--- config.mk ---
export PLATFORM = sky130hd
export DESIGN_NAME = rst_seq_ctrl
export DESIGN_NICKNAME = d
export VERILOG_FILES = /design/src/rtl/rst_seq_pkg.sv /design/src/rtl/rst_seq_ctrl_sync_bit.sv /design/src/rtl/rst_seq_ctrl.sv
export SDC_FILE = /design/constraint.sdc
export NUM_CORES = 1
export LEC_CHECK = 0
export ABC_AREA = 1
export CORE_UTILIZATION = 27
export CTS_BUF_LIST = sky130_fd_sc_hd__clkbuf_16
export CTS_CLUSTER_DIAMETER = 60
export DETAILED_ROUTE_END_ITERATION = 7
export PLACE_DENSITY_LB_ADDON = 0.2
export SYNTH_ARGS = -nofsm -noshare
export SYNTH_HDL_FRONTEND = slang
export SYNTH_HIERARCHICAL = 1
export SYNTH_SLANG_ARGS = --single-unit
--- constraint.sdc ---
create_clock -name clk -period 3.8 [get_ports clk]
set_input_delay 1.14 -clock clk [delete_from_list [all_inputs] [get_ports clk]]
set_output_delay 1.14 -clock clk [all_outputs]
set_load 0.02 [all_outputs]
--- src/rtl/rst_seq_pkg.sv ---
// Shared definitions for the reset/power-up sequencer.
// State codes are exported on state_o, so their values are fixed.
package rst_seq_pkg;

  typedef enum logic [1:0] {
    HOLD      = 2'd0,
    WAIT_LOCK = 2'd1,
    RELEASE   = 2'd2,
    RUN       = 2'd3
  } seq_state_e;

  localparam logic [7:0] LOSS_CNT_MAX = 8'hFF;

  function automatic logic [7:0] sat_inc8(
    input logic [7:0] v
  );
    return (v == LOSS_CNT_MAX) ? v : v + 8'd1;
  endfunction

endpackage

--- src/rtl/rst_seq_ctrl_sync_bit.sv ---
// Multi-flop synchroniser for one asynchronous level input.
// Flops reset to 0 so a lock reads as lost until proven otherwise.
module sync_bit #(
  parameter int STAGES = 2
) (
  input  logic clk,
  input  logic rst_n,
  input  logic d_i,
  output logic q_o
);

  logic [STAGES-1:0] ff_q;

  always_ff @(posedge clk or negedge rst_n) begin
    if (!rst_n) begin
      ff_q <= '0;
    end else begin
      ff_q <= {ff_q[STAGES-2:0], d_i};
    end
  end

  assign q_o = ff_q[STAGES-1];

endmodule

--- src/rtl/rst_seq_ctrl.sv ---
// Reset sequencer: syncs and debounces PLL locks, then releases
// N_STAGES active-low resets in order with programmable spacing.
module rst_seq_ctrl
  import rst_seq_pkg::*;
#(
  parameter int N_LOCKS       = 3,
  parameter int N_STAGES      = 4,
  parameter int SYNC_STAGES   = 2,
  parameter int HOLD_CYCLES   = 16,
  parameter int LOCK_DEBOUNCE = 1024,
  parameter int STAGE_DLY     = 256,
  parameter int CNT_W         = 16
) (
  input  logic                clk,
  input  logic                rst_n,
  input  logic [N_LOCKS-1:0]  pll_lock_i,
  input  logic                sw_rst_req_i,
  output logic [N_STAGES-1:0] rst_n_o,
  output logic                all_ready_o,
  output logic [1:0]          state_o,
  output logic [7:0]          lock_loss_cnt_o
);

  localparam int STG_W =
    (N_STAGES > 1) ? $clog2(N_STAGES) : 1;

  localparam logic [CNT_W-1:0] HOLD_LAST =
    CNT_W'(HOLD_CYCLES - 1);
  localparam logic [CNT_W-1:0] DEB_LAST =
    CNT_W'(LOCK_DEBOUNCE - 1);
  localparam logic [CNT_W-1:0] DLY_LAST =
    CNT_W'(STAGE_DLY - 1);
  localparam logic [STG_W-1:0] STG_LAST =
    STG_W'(N_STAGES - 1);

  logic [N_LOCKS-1:0] lock_s;
  logic               lock_all_s;

  for (genvar i = 0; i < N_LOCKS; i++) begin : g_sync
    sync_bit #(
      .STAGES (SYNC_STAGES)
    ) u_sync (
      .clk   (clk),
      .rst_n (rst_n),
      .d_i   (pll_lock_i[i]),
      .q_o   (lock_s[i])
    );
  end

  assign lock_all_s = &lock_s;

  seq_state_e          state_q;
  logic [CNT_W-1:0]    cnt_q;
  logic [STG_W-1:0]    stage_q;
  logic [N_STAGES-1:0] rst_n_q;
  logic                ready_q;
  logic [7:0]          loss_q;

  logic                loss_d;
  logic [N_STAGES-1:0] stage_mask_d;

  // A lock drop only counts once resets have started to release.
  assign loss_d = !lock_all_s &&
    (state_q == RELEASE || state_q == RUN);

  assign stage_mask_d = N_STAGES'(1) << stage_q;

  always_ff @(posedge clk or negedge rst_n) begin
    if (!rst_n) begin
      state_q <= HOLD;
      cnt_q   <= '0;
      stage_q <= '0;
      rst_n_q <= '0;
      ready_q <= 1'b0;
      loss_q  <= '0;
    end else if (sw_rst_req_i || loss_d) begin
      state_q <= HOLD;
      cnt_q   <= '0;
      stage_q <= '0;
      rst_n_q <= '0;
      ready_q <= 1'b0;
      if (loss_d) begin
        loss_q <= sat_inc8(loss_q);
      end
    end else begin
      unique case (state_q)
        HOLD: begin
          if (cnt_q == HOLD_LAST) begin
            state_q <= WAIT_LOCK;
            cnt_q   <= '0;
          end else begin
            cnt_q <= cnt_q + 1'b1;
          end
        end
        WAIT_LOCK: begin
          if (!lock_all_s) begin
            cnt_q <= '0;
          end else if (cnt_q == DEB_LAST) begin
            state_q <= RELEASE;
            cnt_q   <= '0;
            stage_q <= '0;
          end else begin
            cnt_q <= cnt_q + 1'b1;
          end
        end
        RELEASE: begin
          if (cnt_q == DLY_LAST) begin
            cnt_q   <= '0;
            rst_n_q <= rst_n_q | stage_mask_d;
            if (stage_q == STG_LAST) begin
              state_q <= RUN;
              ready_q <= 1'b1;
            end else begin
              stage_q <= stage_q + 1'b1;
            end
          end else begin
            cnt_q <= cnt_q + 1'b1;
          end
        end
        RUN: begin
          ready_q <= 1'b1;
        end
        default: begin
          state_q <= HOLD;
        end
      endcase
    end
  end

  assign rst_n_o         = rst_n_q;
  assign all_ready_o     = ready_q;
  assign state_o         = state_q;
  assign lock_loss_cnt_o = loss_q;

endmodule

# --- After elaboration in Yosys (flattened, before gate mapping) ---
# Index checks and enable logic that the tools add are counted.
classes:
  add_sub_neg: 3
  n_mul: 0
  n_div: 0
  n_lt_le_gt_ge: 0
  eq_ne: 14
  n_shift: 1
  mux: 26
  n_bitwise: 2
  reduce_logical: 16
ops:
  columns: ["op", "n"]
  rows:
  - ["$mux W16", 5]
  - ["$pmux W16 S3", 1]
  - ["$mux W2", 11]
  - ["$add A16 B1 Y16 const B", 1]
  - ["$eq A16 B10 Y1 const B", 1]
  - ["$eq A16 B4 Y1 const B", 1]
  - ["$eq A16 B8 Y1 const B", 1]
  - ["$mux W4", 3]
  - ["$ne A3 B3 Y1 const B", 4]
  - ["$reduce_and A3 Y1", 3]
  - ["$add A8 B1 Y8 const B", 1]
  - ["$eq A8 B8 Y1 const B", 1]
  - ["$eq A2 B2 Y1 const B", 3]
  - ["$ne A3 B1 Y1 const B", 2]
  - ["$pmux W2 S3", 1]
  - ["$reduce_and A6 Y1", 1]
  - ["$reduce_bool A3 Y1", 2]
  - ["$reduce_and A5 Y1", 1]
  - ["$or A4 B4 Y4", 1]
  - ["$pmux W2 S2", 1]
  - ["$reduce_bool A2 Y1", 2]
  - ["$reduce_bool A4 Y1", 1]
  - ["$shl A1 B2 Y4 const A", 1]
  - ["$mux W1", 3]
  - ["9 further kinds", 10]
totals:
  reg_bits: 39
  latchBits: 0
  ram_bits: 0
  mem_bits_ro: 0
  in_bits: 6
  output_inout_bits: 15
  elab_cells: 71
  mem_count: 0

# --- Depth between registers and ports, before layout ---
logic_depth:
  ltp_word: 6
  mapped_depth: 14
  depth_no_buf: 13

# --- Cells and area by module ---
# Netlist, hierarchy kept.
by_module_without_submodules:
  columns: ["mod", "instances", "cells_each", "area_per_inst_um2", "seq_area_each_um2"]
  rows:
  - ["rst_seq_ctrl", 1, 265, 2031.9, 825.8]
  - ["sync_bit", 3, 2, 50.0, 50.0]

# --- Worst setup path before layout ---
# Ideal clock, no wire load.
synth_path:
  kind: "in2reg"
  startpoint: "input port sw_rst_req_i"
  endpoint: "register cnt_q[3]"
  setup_ns: 0.120
  arrival_time_ns: 1.856
  required_time_ns: 3.680
  slack_ns: 1.824
  path_stages: 8
  n_path_buf: 1
  path_cell_list: "inv_1 > nand2_4 > inv_2 > nand3_2 > buf_6 > nand2_2 > xor2_1 > nor2_1"
synth_via:
  elab_chain_cells: 2
  elab_cells_between_ends: 3
  cone_classes: "mux: 1; reduce/logical: 2"
synth_lines:
  columns: ["item", "line", "source"]
  rows:
  - ["from (decl)", "rst_seq_ctrl.sv:17", "input logic sw_rst_req_i,"]
  - ["$logic_or A1 B1 Y1 (*)", "rst_seq_ctrl.sv:76", "end else if (sw_rst_req_i || loss_d) begin"]
  - ["$reduce_bool A4 Y1 (no line) / $mux W16 (equally long branches)", null, null]
  - ["to (signal assigned)", "rst_seq_ctrl.sv:92", "cnt_q <= cnt_q + 1'b1;"]
  - ["to (signal assigned)", "rst_seq_ctrl.sv:103", "cnt_q <= cnt_q + 1'b1;"]
  - ["to (signal assigned)", "rst_seq_ctrl.sv:117", "cnt_q <= cnt_q + 1'b1;"]
  - ["to (decl)", "rst_seq_ctrl.sv:53", "logic [CNT_W-1:0] cnt_q;"]
# Mark *: on every way between the ends. The rest lies on a longest branch, timed or not.
# A chain may end at the register's enable or synchronous reset.

# --- Final worst setup path ---
layout_path:
  startpoint: "register loss_q[2], in the netlist lock_loss_cnt_o[2]"
  endpoint: "output port lock_loss_cnt_o[2]"
layout_rtl:
  columns: ["item", "line", "source"]
  rows:
  - ["from (decl)", "rst_seq_ctrl.sv:57", "logic [7:0] loss_q;"]
  - ["from (signal assigned)", "rst_seq_ctrl.sv:83", "loss_q <= sat_inc8(loss_q);"]
  - ["to (decl)", "rst_seq_ctrl.sv:21", "output logic [7:0] lock_loss_cnt_o"]
# No word-level cell between the ends.

==> flow_results.xml <==
<?xml version="1.0" encoding="UTF-8"?>
<metrics>
  <group name="sta">
    <metric name="final_period_minus_worst_setup_slack" unit="ps">2500</metric>
    <metric name="finalHoldWorstSlack" unit="ps">349</metric>
    <metric name="maxClockFrequency" unit="GHz">0.400</metric>
    <metric name="timing.final.crit_share" unit="%">65.9</metric>
    <metric name="fin_ws" unit="ps">1300</metric>
    <metric name="count_of_final_hold_check_violations" unit="">0</metric>
    <metric name="skew" unit="ps">4.22</metric>
    <metric name="slew_headroom" unit="%">39.9</metric>
    <metric name="drv_slew" unit="">0</metric>
    <metric name="tightestPinTransition" unit="ps">902</metric>
    <metric name="setup_repair_after_global_routing_missed_its_margin" unit="">false</metric>
    <metric name="finalSetupViolations" unit="">0</metric>
    <metric name="totalNegativeSetupSlack" unit="ps">0</metric>
  </group>
  <group name="global_routing">
    <metric name="antenna_violations_before_repair" unit="">0</metric>
    <metric name="grt_pass1_wl" unit="um">7860</metric>
    <metric name="grt-ovfl-total" unit="">0</metric>
    <metric name="grt_met3_usage" unit="%">2.24</metric>
    <metric name="grtUsageMet1" unit="%">15.7</metric>
    <metric name="busiest_layer" unit="">met2</metric>
    <metric name="tot_gr_track_use" unit="%">11.8</metric>
    <metric name="grt_max_degree" unit="">40</metric>
    <metric name="gr-usage-met2" unit="%">18.6</metric>
    <metric name="grt_pass1_vias" unit="">1675</metric>
  </group>
  <group name="clocking">
    <metric name="insertion_delay" unit="ps">280</metric>
    <metric name="cts-root-to-sink-buffers" unit="">2</metric>
    <metric name="post_cts_hold_buffer_count" unit="">0</metric>
    <metric name="cts_inserted_buffers" unit="">5</metric>
    <metric name="postCtsSetupBuffers" unit="">0</metric>
    <metric name="cts_resized" unit="">0</metric>
    <metric name="cts-root-buf" unit="">clkbuf_16</metric>
    <metric name="tritoncts" unit="">yes</metric>
    <metric name="clkSlewWorstSetupHoldPaths" unit="ps">60</metric>
    <metric name="cts-htree-levels" unit="">2</metric>
    <metric name="numClockSinks" unit="">39</metric>
  </group>
  <group name="logic_synthesis">
    <metric name="synthTopCellsByArea" unit="">dfrtp_1 45%, nand2_1 10%, ha_1 5.7%</metric>
    <metric name="syn-num-nets" unit="">287</metric>
    <metric name="postSynthAreaPerCell" unit="um^2">8.05</metric>
    <metric name="synth_warnings" unit="">6</metric>
    <metric name="synth_sequential_area_ratio" unit="%">44.7</metric>
    <metric name="netlist_area" unit="um^2">2180</metric>
    <metric name="yosysTopAreaCellShare" unit="%">44.7</metric>
    <metric name="yosys.cell_types.count" unit="">26</metric>
    <metric name="flop_and_latch_count_out_of_synthesis" unit="">39</metric>
    <metric name="syn-instance-count" unit="">271</metric>
    <metric name="netlist.top_cell.by_area" unit="">dfrtp_1</metric>
  </group>
  <group name="routing">
    <metric name="detail-route-antenna-nets" unit="">0</metric>
    <metric name="drt-vias-per-instance" unit="">4.44</metric>
    <metric name="iteration_0_drc_count_of_the_detailed_router" unit="">91</metric>
    <metric name="firstDrtPassIters" unit="">4</metric>
    <metric name="detail_route.wirelength" unit="um">4490</metric>
    <metric name="vias" unit="">1771</metric>
    <metric name="remaining_drc_errors" unit="">0</metric>
    <metric name="routed_wire_length_per_instance" unit="um">11.3</metric>
  </group>
  <group name="final_layout">
    <metric name="core_util_final" unit="%">33.8</metric>
    <metric name="fraction_of_final_layout_cells_with_drive_strength_greater_than_1" unit="%">10.8</metric>
    <metric name="final_common_cell" unit="">nand2_1</metric>
    <metric name="layout.nets" unit="">312</metric>
    <metric name="instances_no_fill" unit="">399</metric>
    <metric name="syn2layout_area_growth" unit="%">20.4</metric>
    <metric name="final_cell_area_excluding_filler_cells" unit="um^2">2630</metric>
    <metric name="antenna-diode-count" unit="">0</metric>
    <metric name="mostFrequentLayoutCells" unit="">59 x nand2_1, 39 x dfrtp_1, 33 x nor2_1</metric>
  </group>
  <group name="die">
    <metric name="initial_core_util" unit="%">28.1</metric>
    <metric name="die_height" unit="um">91.9</metric>
    <metric name="ios" unit="">21</metric>
    <metric name="core.rowCount" unit="">32</metric>
    <metric name="die_w" unit="um">91.9</metric>
    <metric name="placeableCoreArea" unit="um^2">7770</metric>
    <metric name="design.die.area" unit="um^2">8450</metric>
  </group>
  <group name="setup_path">
    <metric name="critPathBufInv" unit="">1</metric>
    <metric name="critPathMaxFanout" unit="">5</metric>
    <metric name="timing.critical_path.required" unit="ps">2660</metric>
    <metric name="r2r-end" unit="">cnt_q[0]$_DFFE_PN0N_</metric>
    <metric name="timing.reg2reg.worst_path_depth" unit="">10</metric>
    <metric name="cp_data_arrival_time" unit="ps">1360</metric>
    <metric name="path_delay_family" unit="">buffers and inverters</metric>
    <metric name="setup.worst_path.end_class" unit="">output pin</metric>
    <metric name="worst-setup-path-type" unit="">reg -&gt; out</metric>
    <metric name="critical-path-slowest-cell" unit="">clkdlybuf4s50_1</metric>
    <metric name="slowest_cell_delay_on_critical_path" unit="ps">640</metric>
    <metric name="critPathLaunchType" unit="">flip-flop</metric>
    <metric name="cell_by_cell_trace_of_the_critical_path" unit="">clkdlybuf4s50_1</metric>
    <metric name="crit-reg2reg-launch" unit="">state_o[0]$_DFFE_PN0P_</metric>
    <metric name="reg2reg_setup_slack" unit="ps">1660</metric>
  </group>
  <group name="worst_hold_path">
    <metric name="timing.hold.worst_path_depth" unit="">0</metric>
    <metric name="worst_hold_path.endpoint" unit="">g_sync[2].u_sync/ff_q[1]$_DFF_PN0_</metric>
    <metric name="timing.hold.worst.start" unit="">g_sync[2].u_sync/ff_q[0]$_DFF_PN0_</metric>
    <metric name="worst_hold_path_type" unit="">reg -&gt; reg</metric>
  </group>
  <group name="placement">
    <metric name="worst_slack_placed" unit="ps">1020</metric>
    <metric name="post-dp-hpwl" unit="um">3300</metric>
    <metric name="gpl.final_weighted_congestion" unit="">0.797</metric>
    <metric name="numPlacedInstances" unit="">391</metric>
    <metric name="place_area" unit="um^2">2480</metric>
    <metric name="total_of_buffers_placed_on_input_and_output_ports" unit="">20</metric>
  </group>
  <group name="pwr">
    <metric name="lkg_pwr" unit="nW">1.20</metric>
    <metric name="p_per_area" unit="nW/um^2">612</metric>
    <metric name="vdd.ir_drop.worst" unit="V">0.000195</metric>
    <metric name="fin_total_pwr" unit="mW">1.61</metric>
  </group>
  <group name="run">
    <metric name="max_cap_viol_count" unit="">0</metric>
  </group>
  <group name="run_status">
    <metric name="outcome" unit="">finished clean</metric>
  </group>
</metrics>
[routing by layer]
layer / up-vias / share of wire, %
li1: 915 / -
met1: 824 / 50
met2: 26 / 46
met3: 6 / 2.1
met4: 0 / 2.1
met5: - / 0
[layout make-up]
cell class,instances,area [um^2]
Tap cell,102,128
Multi-Input combinational cell,193,1040
Clock buffer,5,125
Inverter,36,135
Fill cell,810,5140
Clock inverter,3,23.8
Sequential cell,39,976
Timing Repair Buffer,21,203
[state kept, by name (all words and copies together) (netlist names)]
register and count:
rst_n_o 4, state_o 2, g_sync.u_sync/ff_q 6, all_ready_o 1, lock_loss_cnt_o 8, cnt_q 16
stage_q 2
[power breakdown]
part | switching [mW] | leakage, nW | internal (mW)
Clock | 0.178 | 0.0664 | 0.245
Sequential | 0.0620 | 0.519 | 0.475
Combinational | 0.413 | 0.614 | 0.234
[cells in the mapped netlist, drive strengths merged]
library cell and n:
a21oi 7, a31oi 1, buf 3, dfrtp 39, ha 10, inv 36, mux2 1, nand2 66
nand3 27, nand4 5, nor2 38, nor3 10, nor3b 1, o211ai 1, o21ai 12, o21bai 3
xnor2 3, xor2 8
[logic make-up after synthesis]
logic type | count (synthesis) | share of synthesized area, %
simple gates | 147 | 30.7
buf+inv | 39 | 7.74
flops | 39 | 44.7
compound gates | 24 | 6.19
xor+xnor | 11 | 4.42
fa+ha+maj | 10 | 5.73
mux | 1 | 0.516
[worst max path at each step]
stage                                   startpoint                   end  slack [ps]  depth (start not counted)
floorplan                             sw_rst_req_i  cnt_q[3]$_DFFE_PN0N_        1820                          8
global route                          sw_rst_req_i  cnt_q[0]$_DFFE_PN0N_        1160                          7
CTS                 lock_loss_cnt_o[2]$_DFFE_PN0P_    lock_loss_cnt_o[2]        1270                          1
global placement                      sw_rst_req_i  cnt_q[0]$_DFFE_PN0N_        1050                          7
finish              lock_loss_cnt_o[2]$_DFFE_PN0P_    lock_loss_cnt_o[2]        1300                          1
detailed placement                    sw_rst_req_i  cnt_q[0]$_DFFE_PN0N_        1020                          7
Note: power is estimated with default switching activity, not from simulation.
